==> src/rtl/random_pool_ctrl_if.sv <==
// Word pop port between random_pool_ctrl and its consumer (Nios PIO side).
//   o_word       : FIFO head word, registered
//   o_word_valid : FIFO head is valid, registered
//   i_word_ready : consumer pops the head when o_word_valid is high
// master = the pool controller (word source), slave = the consumer.
interface random_pool_ctrl_if;
    logic [31:0] o_word;
    logic        o_word_valid;
    logic        i_word_ready;

    modport master (
        output o_word,
        output o_word_valid,
        input  i_word_ready
    );

    modport slave (
        input  o_word,
        input  o_word_valid,
        output i_word_ready
    );
endinterface

==> src/rtl/random_pool_ctrl.sv <==
// Sequencing controller for the 8-bit random number generator.
// Owns the generator reset/seed, runs the SEED -> WARM -> RUN schedule,
// packs decimated samples little-endian into 32-bit words and buffers them
// in a FIFO drained through a valid/ready pop port.
//
// Ports:
//   i_clk, i_reset     : clock, asynchronous active-high reset
//   i_seed, i_reseed   : seed value and one-cycle restart pulse
//   o_rng_reset_n      : generator reset (low during SEED)
//   o_rng_seed         : latched seed driven to the generator
//   i_rng_data         : generator output byte
//   pop_if             : o_word / o_word_valid / i_word_ready pop port
//   o_level            : words held in the FIFO (0..DEPTH)
//   o_busy             : high in every state except RUN
//   o_overflow         : sticky, a completed word was dropped
//   i_clear_ovf        : clears o_overflow
//
// Optional feature macro: RANDOM_POOL_WHITEN_EN
//   defined   : each packed byte is sample XOR previous raw sample
//   undefined : raw samples are packed
module random_pool_ctrl #(
    parameter int unsigned DEPTH    = 8,
    parameter int unsigned WARMUP   = 16,
    parameter int unsigned DECIMATE = 4
) (
    input  logic                   i_clk,
    input  logic                   i_reset,
    input  logic [31:0]            i_seed,
    input  logic                   i_reseed,
    output logic                   o_rng_reset_n,
    output logic [31:0]            o_rng_seed,
    input  logic [7:0]             i_rng_data,
    random_pool_ctrl_if.master     pop_if,
    output logic [$clog2(DEPTH):0] o_level,
    output logic                   o_busy,
    output logic                   o_overflow,
    input  logic                   i_clear_ovf
);
    localparam int unsigned AW = $clog2(DEPTH);
    localparam int unsigned LW = AW + 1;
    localparam int unsigned CW = $clog2(WARMUP) + 1;
    localparam int unsigned SW = (DECIMATE > 1) ? $clog2(DECIMATE) : 1;

    typedef enum logic [1:0] {
        ST_SEED = 2'd0,
        ST_WARM = 2'd1,
        ST_RUN  = 2'd2
    } state_e;

    state_e        state_q, state_d;
    logic [CW-1:0] cnt_q, cnt_d;
    logic          init_q;
    logic          restart_c;
    logic          flush_c;

    logic [31:0]   seed_q;
    logic          rng_rst_n_q;
    logic          busy_q;

    logic [SW-1:0] smp_cnt_q, smp_cnt_d;
    logic [1:0]    byte_cnt_q, byte_cnt_d;
    logic [23:0]   pack_q, pack_d;
    logic          sample_c;
    logic [7:0]    smp_byte_c;
    logic          push_c;
    logic [31:0]   push_word_c;

    logic [31:0]   mem_q [DEPTH];
    logic [AW-1:0] wr_ptr_q, wr_ptr_d;
    logic [AW-1:0] rd_ptr_q, rd_ptr_d;
    logic [LW-1:0] level_q, level_d;
    logic          valid_q, valid_d;
    logic [31:0]   word_q, word_d;
    logic          ovf_q, ovf_d;
    logic          pop_c;
    logic          full_c;
    logic          wr_en_c;
    logic          ovf_set_c;
    logic          avail_c;

    // The first edge after reset behaves like a reseed so the seed gets latched.
    assign restart_c = i_reseed | init_q;
    assign flush_c   = restart_c | (state_q == ST_SEED);

    // State register
    always_ff @(posedge i_clk or posedge i_reset) begin
        if (i_reset) begin
            state_q <= ST_SEED;
            cnt_q   <= '0;
        end else begin
            state_q <= state_d;
            cnt_q   <= cnt_d;
        end
    end

    // Next-state logic; cnt counts SEED and WARM cycles
    always_comb begin
        state_d = state_q;
        cnt_d   = cnt_q;
        if (restart_c) begin
            state_d = ST_SEED;
            cnt_d   = '0;
        end else begin
            case (state_q)
                ST_SEED: begin
                    if (cnt_q == CW'(1)) begin
                        state_d = ST_WARM;
                        cnt_d   = '0;
                    end else begin
                        cnt_d = cnt_q + CW'(1);
                    end
                end
                ST_WARM: begin
                    if (cnt_q == CW'(WARMUP - 1)) begin
                        state_d = ST_RUN;
                        cnt_d   = '0;
                    end else begin
                        cnt_d = cnt_q + CW'(1);
                    end
                end
                ST_RUN:  state_d = ST_RUN;
                default: state_d = ST_SEED;
            endcase
        end
    end

    assign sample_c = (state_q == ST_RUN) && !restart_c &&
                      (smp_cnt_q == SW'(DECIMATE - 1));

`ifdef RANDOM_POOL_WHITEN_EN
    // Previous raw sample for whitening, cleared whenever the schedule restarts
    logic [7:0] prev_q, prev_d;

    assign smp_byte_c = i_rng_data ^ prev_q;

    always_comb begin
        prev_d = prev_q;
        if (flush_c) begin
            prev_d = '0;
        end else if (sample_c) begin
            prev_d = i_rng_data;
        end
    end

    always_ff @(posedge i_clk or posedge i_reset) begin
        if (i_reset) begin
            prev_q <= '0;
        end else begin
            prev_q <= prev_d;
        end
    end
`else
    assign smp_byte_c = i_rng_data;
`endif

    // Decimation counter and little-endian byte packer
    always_comb begin
        smp_cnt_d  = smp_cnt_q;
        byte_cnt_d = byte_cnt_q;
        pack_d     = pack_q;
        if (flush_c) begin
            smp_cnt_d  = '0;
            byte_cnt_d = '0;
            pack_d     = '0;
        end else if (state_q == ST_RUN) begin
            if (sample_c) begin
                smp_cnt_d  = '0;
                byte_cnt_d = byte_cnt_q + 2'd1;
                case (byte_cnt_q)
                    2'd0:    pack_d[7:0]   = smp_byte_c;
                    2'd1:    pack_d[15:8]  = smp_byte_c;
                    2'd2:    pack_d[23:16] = smp_byte_c;
                    default: pack_d        = pack_q;
                endcase
            end else begin
                smp_cnt_d = smp_cnt_q + SW'(1);
            end
        end
    end

    // The fourth sample completes the word and is pushed on the same edge
    assign push_c      = sample_c && (byte_cnt_q == 2'd3);
    assign push_word_c = {smp_byte_c, pack_q};

    // A pop frees a slot on the same edge, so push-and-pop on a full FIFO is accepted
    assign pop_c     = pop_if.i_word_ready && valid_q && !flush_c;
    assign full_c    = (level_q == LW'(DEPTH));
    assign wr_en_c   = push_c && (!full_c || pop_c);
    assign ovf_set_c = push_c && full_c && !pop_c;
    // Head presented next cycle ignores this edge's push, giving the one-cycle valid lag
    assign avail_c   = (level_q - LW'(pop_c)) != '0;

    // FIFO pointers, level, registered head and sticky overflow
    always_comb begin
        wr_ptr_d = wr_ptr_q;
        rd_ptr_d = rd_ptr_q;
        level_d  = level_q;
        valid_d  = valid_q;
        word_d   = word_q;
        ovf_d    = ovf_q;
        if (flush_c) begin
            wr_ptr_d = '0;
            rd_ptr_d = '0;
            level_d  = '0;
            valid_d  = 1'b0;
        end else begin
            if (wr_en_c) begin
                wr_ptr_d = wr_ptr_q + AW'(1);
            end
            if (pop_c) begin
                rd_ptr_d = rd_ptr_q + AW'(1);
            end
            level_d = level_q + LW'(wr_en_c) - LW'(pop_c);
            valid_d = avail_c;
            if (avail_c) begin
                word_d = mem_q[rd_ptr_d];
            end
        end
        if (ovf_set_c) begin
            ovf_d = 1'b1;
        end else if (i_clear_ovf) begin
            ovf_d = 1'b0;
        end
    end

    // FIFO storage
    always_ff @(posedge i_clk) begin
        if (wr_en_c) begin
            mem_q[wr_ptr_q] <= push_word_c;
        end
    end

    // Datapath and output registers
    always_ff @(posedge i_clk or posedge i_reset) begin
        if (i_reset) begin
            init_q      <= 1'b1;
            seed_q      <= '0;
            rng_rst_n_q <= 1'b0;
            busy_q      <= 1'b1;
            smp_cnt_q   <= '0;
            byte_cnt_q  <= '0;
            pack_q      <= '0;
            wr_ptr_q    <= '0;
            rd_ptr_q    <= '0;
            level_q     <= '0;
            valid_q     <= 1'b0;
            word_q      <= '0;
            ovf_q       <= 1'b0;
        end else begin
            init_q      <= 1'b0;
            if (restart_c) begin
                seed_q <= i_seed;
            end
            rng_rst_n_q <= (state_d != ST_SEED);
            busy_q      <= (state_d != ST_RUN);
            smp_cnt_q   <= smp_cnt_d;
            byte_cnt_q  <= byte_cnt_d;
            pack_q      <= pack_d;
            wr_ptr_q    <= wr_ptr_d;
            rd_ptr_q    <= rd_ptr_d;
            level_q     <= level_d;
            valid_q     <= valid_d;
            word_q      <= word_d;
            ovf_q       <= ovf_d;
        end
    end

    assign o_rng_reset_n       = rng_rst_n_q;
    assign o_rng_seed          = seed_q;
    assign pop_if.o_word       = word_q;
    assign pop_if.o_word_valid = valid_q;
    assign o_level             = level_q;
    assign o_busy              = busy_q;
    assign o_overflow          = ovf_q;

endmodule
==> src/flat_wrapper.sv <==
// flat-port wrapper written by rule: the top's interface ports become plain ports
module random_pool_ctrl_flat 
#(
    parameter int unsigned DEPTH    = 8,
    parameter int unsigned WARMUP   = 16,
    parameter int unsigned DECIMATE = 4
)
  (i_clk, i_reset, i_seed, i_reseed, o_rng_reset_n, o_rng_seed, i_rng_data, o_level, o_busy, o_overflow, i_clear_ovf, pop_if_o_word, pop_if_o_word_valid, pop_if_i_word_ready);
  random_pool_ctrl_if pop_if_i ();
  input  logic i_clk;
  input  logic i_reset;
  input  logic [31:0] i_seed;
  input  logic i_reseed;
  output logic o_rng_reset_n;
  output logic [31:0] o_rng_seed;
  input  logic [7:0] i_rng_data;
  output logic [$clog2(DEPTH):0] o_level;
  output logic o_busy;
  output logic o_overflow;
  input  logic i_clear_ovf;
  output wire logic [$bits(pop_if_i.o_word)-1:0] pop_if_o_word;
  output wire logic [$bits(pop_if_i.o_word_valid)-1:0] pop_if_o_word_valid;
  input wire logic [$bits(pop_if_i.i_word_ready)-1:0] pop_if_i_word_ready;
  assign pop_if_o_word = pop_if_i.o_word;
  assign pop_if_o_word_valid = pop_if_i.o_word_valid;
  assign pop_if_i.i_word_ready = pop_if_i_word_ready;
  random_pool_ctrl #(.DEPTH(DEPTH), .WARMUP(WARMUP), .DECIMATE(DECIMATE)) u_core (.i_clk(i_clk), .i_reset(i_reset), .i_seed(i_seed), .i_reseed(i_reseed), .o_rng_reset_n(o_rng_reset_n), .o_rng_seed(o_rng_seed), .i_rng_data(i_rng_data), .pop_if(pop_if_i), .o_level(o_level), .o_busy(o_busy), .o_overflow(o_overflow), .i_clear_ovf(i_clear_ovf));
endmodule
==> config.mk <==
export PLATFORM = sky130hd
export DESIGN_NAME = random_pool_ctrl_flat
export DESIGN_NICKNAME = d
export VERILOG_FILES = /design/src/rtl/random_pool_ctrl_if.sv /design/src/rtl/random_pool_ctrl.sv /design/src/flat_wrapper.sv
export SDC_FILE = /design/constraint.sdc
export NUM_CORES = 1
export LEC_CHECK = 0
export ABC_AREA = 1
export BUFFER_PORTS_ARGS = -buffer_cell sky130_fd_sc_hd__buf_2
export CAP_MARGIN = 20
export CORE_MARGIN = 1
export CORE_UTILIZATION = 30
export DETAILED_ROUTE_END_ITERATION = 12
export GPL_ROUTABILITY_DRIVEN = 1
export HOLD_SLACK_MARGIN = 0.02
export SLEW_MARGIN = 20
export SYNTH_ARGS = -nofsm -noshare
export SYNTH_HDL_FRONTEND = slang
export SYNTH_SLANG_ARGS = --single-unit
==> constraint.sdc <==
create_clock -name i_clk -period 4.8 [get_ports i_clk]
set_clock_uncertainty 0.05 [all_clocks]
set_input_delay 0.48 -clock i_clk [delete_from_list [all_inputs] [get_ports i_clk]]
set_output_delay 0.48 -clock i_clk [all_outputs]
set_load 0.02 [all_outputs]
==> flow_metrics.py <==
metrics = {
    "outcome": {
        "status": "completed",
    },
    "timing": {
        "setup_tns_ps": 0,
        "setup_viol": 0,
        "slew_headroom_pct": 39.56,
        "period_minus_slack_ps": 3161,
        "maxSlewViolCount": 0,
        "rsz0062_at_grt": "false",
        "hold_violations": 0,
        "fmax_ghz": 0.3163,
        "timing.final.crit_share_pct": 65.86,
        "tightest_slew_ps": 903.4,
    },
    "power": {
        "vdd_drop_max_mv": 0.2057,
        "p_leak_uw": 0.008489,
        "switchingPower_uw": 1431,
        "power_frac_seq_pct": 50.8,
        "switching_share_pct": 21.09,
        "p_comb_share_pct": 2.3,
        "powerDensity_mw_per_mm2": 363.5,
        "p_clk_share_pct": 46.9,
        "internal_power_uw": 5353,
    },
    "synth": {
        "syn_inst": 1563,
        "synth.cell_area_mm2": 0.01583,
        "synth-seq-cells": 370,
        "ys.flop_type": "edfxtp_1",
        "synth_cell_types": 37,
        "synthesis.nets": 1626,
        "synthArstFlopShare_pct": 30.81,
        "avgSynthCellArea_um2": 10.12,
        "yosysWarnings": 0,
        "synth-edff-count": 256,
        "yosysSeqAreaShare_pct": 66.62,
    },
    "min_path": {
        "min_to": "u_core.o_rng_seed[1]$_DFFE_PP0P_",
        "hold_start": "i_seed[1]",
        "whs_path_depth": 3,
        "hold_path.class": "in2reg",
    },
    "route": {
        "antenna_left": 0,
        "routedWlPerCell_um": 16.32,
        "vias": 10882,
        "wl_mm": 39.18,
        "drc_errors": 0,
        "viasPerCell": 4.534,
        "drtIter0Drc": 788,
        "first_pass_iters": 5,
    },
    "floorplanning": {
        "row_count": 83,
        "die_area_mm2": 0.05367,
        "ios": 117,
        "die_x_um": 231.7,
        "core_mm2": 0.05172,
        "die_y_um": 231.7,
        "initial_utilization_pct": 30.60,
    },
    "global_route": {
        "grtUsageTotal_pct": 14.91,
        "grt_pass1_wl_mm": 62.16,
        "grt_pass1_vias": 10892,
        "overflow": 0,
        "grt_antenna_before_repair": 0,
        "grt_max_degree": 66,
    },
    "job": {
        "max-cap-violations": 0,
    },
    "clocking": {
        "clock-sinks": 370,
        "numCtsBuffers": 42,
        "cts_tree": "built",
        "clk_pin_slew_worst_paths_ps": 60,
        "clk_latency_ps": 560,
        "cts_root_buf": "clkbuf_16",
        "post-cts-setup-buffers": 0,
        "cts_buffer_depth": 3,
        "htree_levels": 2,
    },
    "setup_path": {
        "path_max_fanout": 39,
        "r2r-start": "u_core.init_q$_DFF_PP1_",
        "worstPathRequired_ps": 5240,
        "end_kind": "flip-flop",
        "reg2reg_depth": 13,
        "crit_type": "reg2reg",
        "arrival_ps": 3600,
        "critPathMaxStageDelay_ps": 590,
        "crit_chain": "nor2_4 -> buf_4 -> nand3_4 -> inv_2 -> nand2_2 -> ha_1 -> a21oi_1 -> o21ai_0 -> nor2_1 -> a21oi_4 -> inv_2 -> nand2_1 -> nand2_1",
        "startpoint_type": "flip-flop",
        "r2r_end": "u_core.pop_if.o_word[26]$_DFFE_PP0P_",
        "timing.reg2reg.setup_slack_ps": 1640,
        "worst_path_max_delay_cell": "inv_2",
    },
    "place": {
        "placed_cells": 2321,
        "io_buffers": 116,
        "gp_congestion": 0.7528,
        "hpwl_mm": 22.81,
    },
    "layout": {
        "synthToLayoutAreaGrowth_pct": 17.93,
        "nNetsFinal": 1749,
        "diodes": 0,
        "drive_above_1_share_pct": 14.24,
        "instances_no_fill": 2400,
    },
}
-- cell usage in the layout, fill, tap and decap left out, drive strengths merged --
cell type    instances
xor2                 3
o41ai                1
clkinvlp             2
o31ai                1
xnor2                1
o21ai               26
o22ai                2
a21oi                8
mux2                 8
clkbuf              58
nand4                3
nor2                36
dlygate4sd3          1
nand3              265
edfxtp             256
dfstp                2
o32ai                3
nand2              449
inv                300
nor3                 6
o211ai               1
dfrtp              112
clkinv              13
conb                 1
fa                   1
ha                  17
buf                141
bufinv               3
-- cell families (layout without fill, tap and decap cells) --
kind of cell	count (synthesis)	after routing	synth area share (%)
fa+ha+maj	18	18	1.471
other cells	1	1	0.02370
simple gates	759	759	20.52
mux	8	8	0.5693
flops	370	370	66.62
buf+inv	361	518	9.013
compound gates	42	42	1.566
xor+xnor	4	4	0.2214
-- power by group through the flow --
stage	Clock, uW	Sequential [uW]	Combinational (uW)
2_1_floorplan	0	3530	56.6
3_3_place_gp	0	3510	157
3_5_place_dp	0	3510	160
4_1_cts	3260	3440	160
5_1_grt	3380	3450	176
6_report	3180	3450	157
-- through the flow --
stage	util [%]	power [uW]	hold WS, ps	worst slack [ps]	instance area [um2]
final	36.09	6783	63.65	1639	18660
after global routing	36.09	7001	50.62	1339	18660
after CTS	36.09	6861	28.98	1599	18660
after detailed placement	33.41	3668	412.7	1424	17280
after global placement	33.25	3665	410.2	1430	17200
after floorplan	-	3590	416.2	640.3	15830
-- cell usage after synthesis (7+ instances only) --
cell type / number / area [um2]
inv_1: 291 / 1092
a21oi_1: 7 / 35.03
nor2_1: 33 / 123.9
dfrtp_1: 112 / 2803
nand2_2: 8 / 50.05
mux2_2: 8 / 90.09
ha_1: 17 / 212.7
o21ai_0: 23 / 115.1
clkbuf_1: 19 / 71.32
nand2_1: 441 / 1655
buf_2: 36 / 180.2
nand3_1: 264 / 1321
edfxtp_1: 256 / 7687
-- final cells by class --
type	count	area, um2
Fill cell	5147	33050
Sequential cell	370	10540
Clock buffer	58	1172
Multi-Input combinational cell	832	3925
Timing Repair Buffer	142	850.8
Tap cell	680	850.8
Clock inverter	20	200.2
Inverter	298	1121
-- state kept, by name, summed over array words and instances (netlist names), 3 cells and up --
signal and cells:
u_core.wr_ptr_q 3, u_core.rd_ptr_q 3, u_core.pop_if.o_word 32, u_core.cnt_q 5, u_core.o_rng_seed 32, u_core.pack_q 24
u_core.o_level 4, u_core.mem_q 256
-- repair_timing --
action                                 4_1_cts  5_1_grt
hold buffers                                 1        0
endpoints found under the hold margin       41        0
resized for setup                            0        0
-- routing by layer --
layer | part of all wire (%) | GRT usage (%)
met1 | 45 | 20.07
met4 | 2.1 | 4.564
met5 | 0 | 0
met2 | 47 | 24.35
met3 | 5.9 | 2.682
-- worst max path at each step --
stage / to / slack (ps) / start
after floorplan: u_core.mem_q[4][0]$_DFFE_PP_ / 640 / i_reseed
after global placement: u_core.mem_q[7][5]$_DFFE_PP_ / 1430 / i_reseed
after detailed placement: u_core.pop_if.o_word[25]$_DFFE_PP0P_ / 1420 / i_reseed
after CTS: u_core.pop_if.o_word[26]$_DFFE_PP0P_ / 1600 / u_core.init_q$_DFF_PP1_
after global routing: u_core.pop_if.o_word[5]$_DFFE_PP0P_ / 1340 / u_core.init_q$_DFF_PP1_
final: u_core.pop_if.o_word[26]$_DFFE_PP0P_ / 1640 / u_core.init_q$_DFF_PP1_
-- critical path, delay by kind of cell (launching register included) --
family	cells	cell delay [ps]
buffers and inverters	3	1180
and+or+nand+nor	6	860
DFF	1	380
adders and majority gates	1	300
AOI/OAI and AO/OA	3	300
Power figures use the tool's default switching activity.
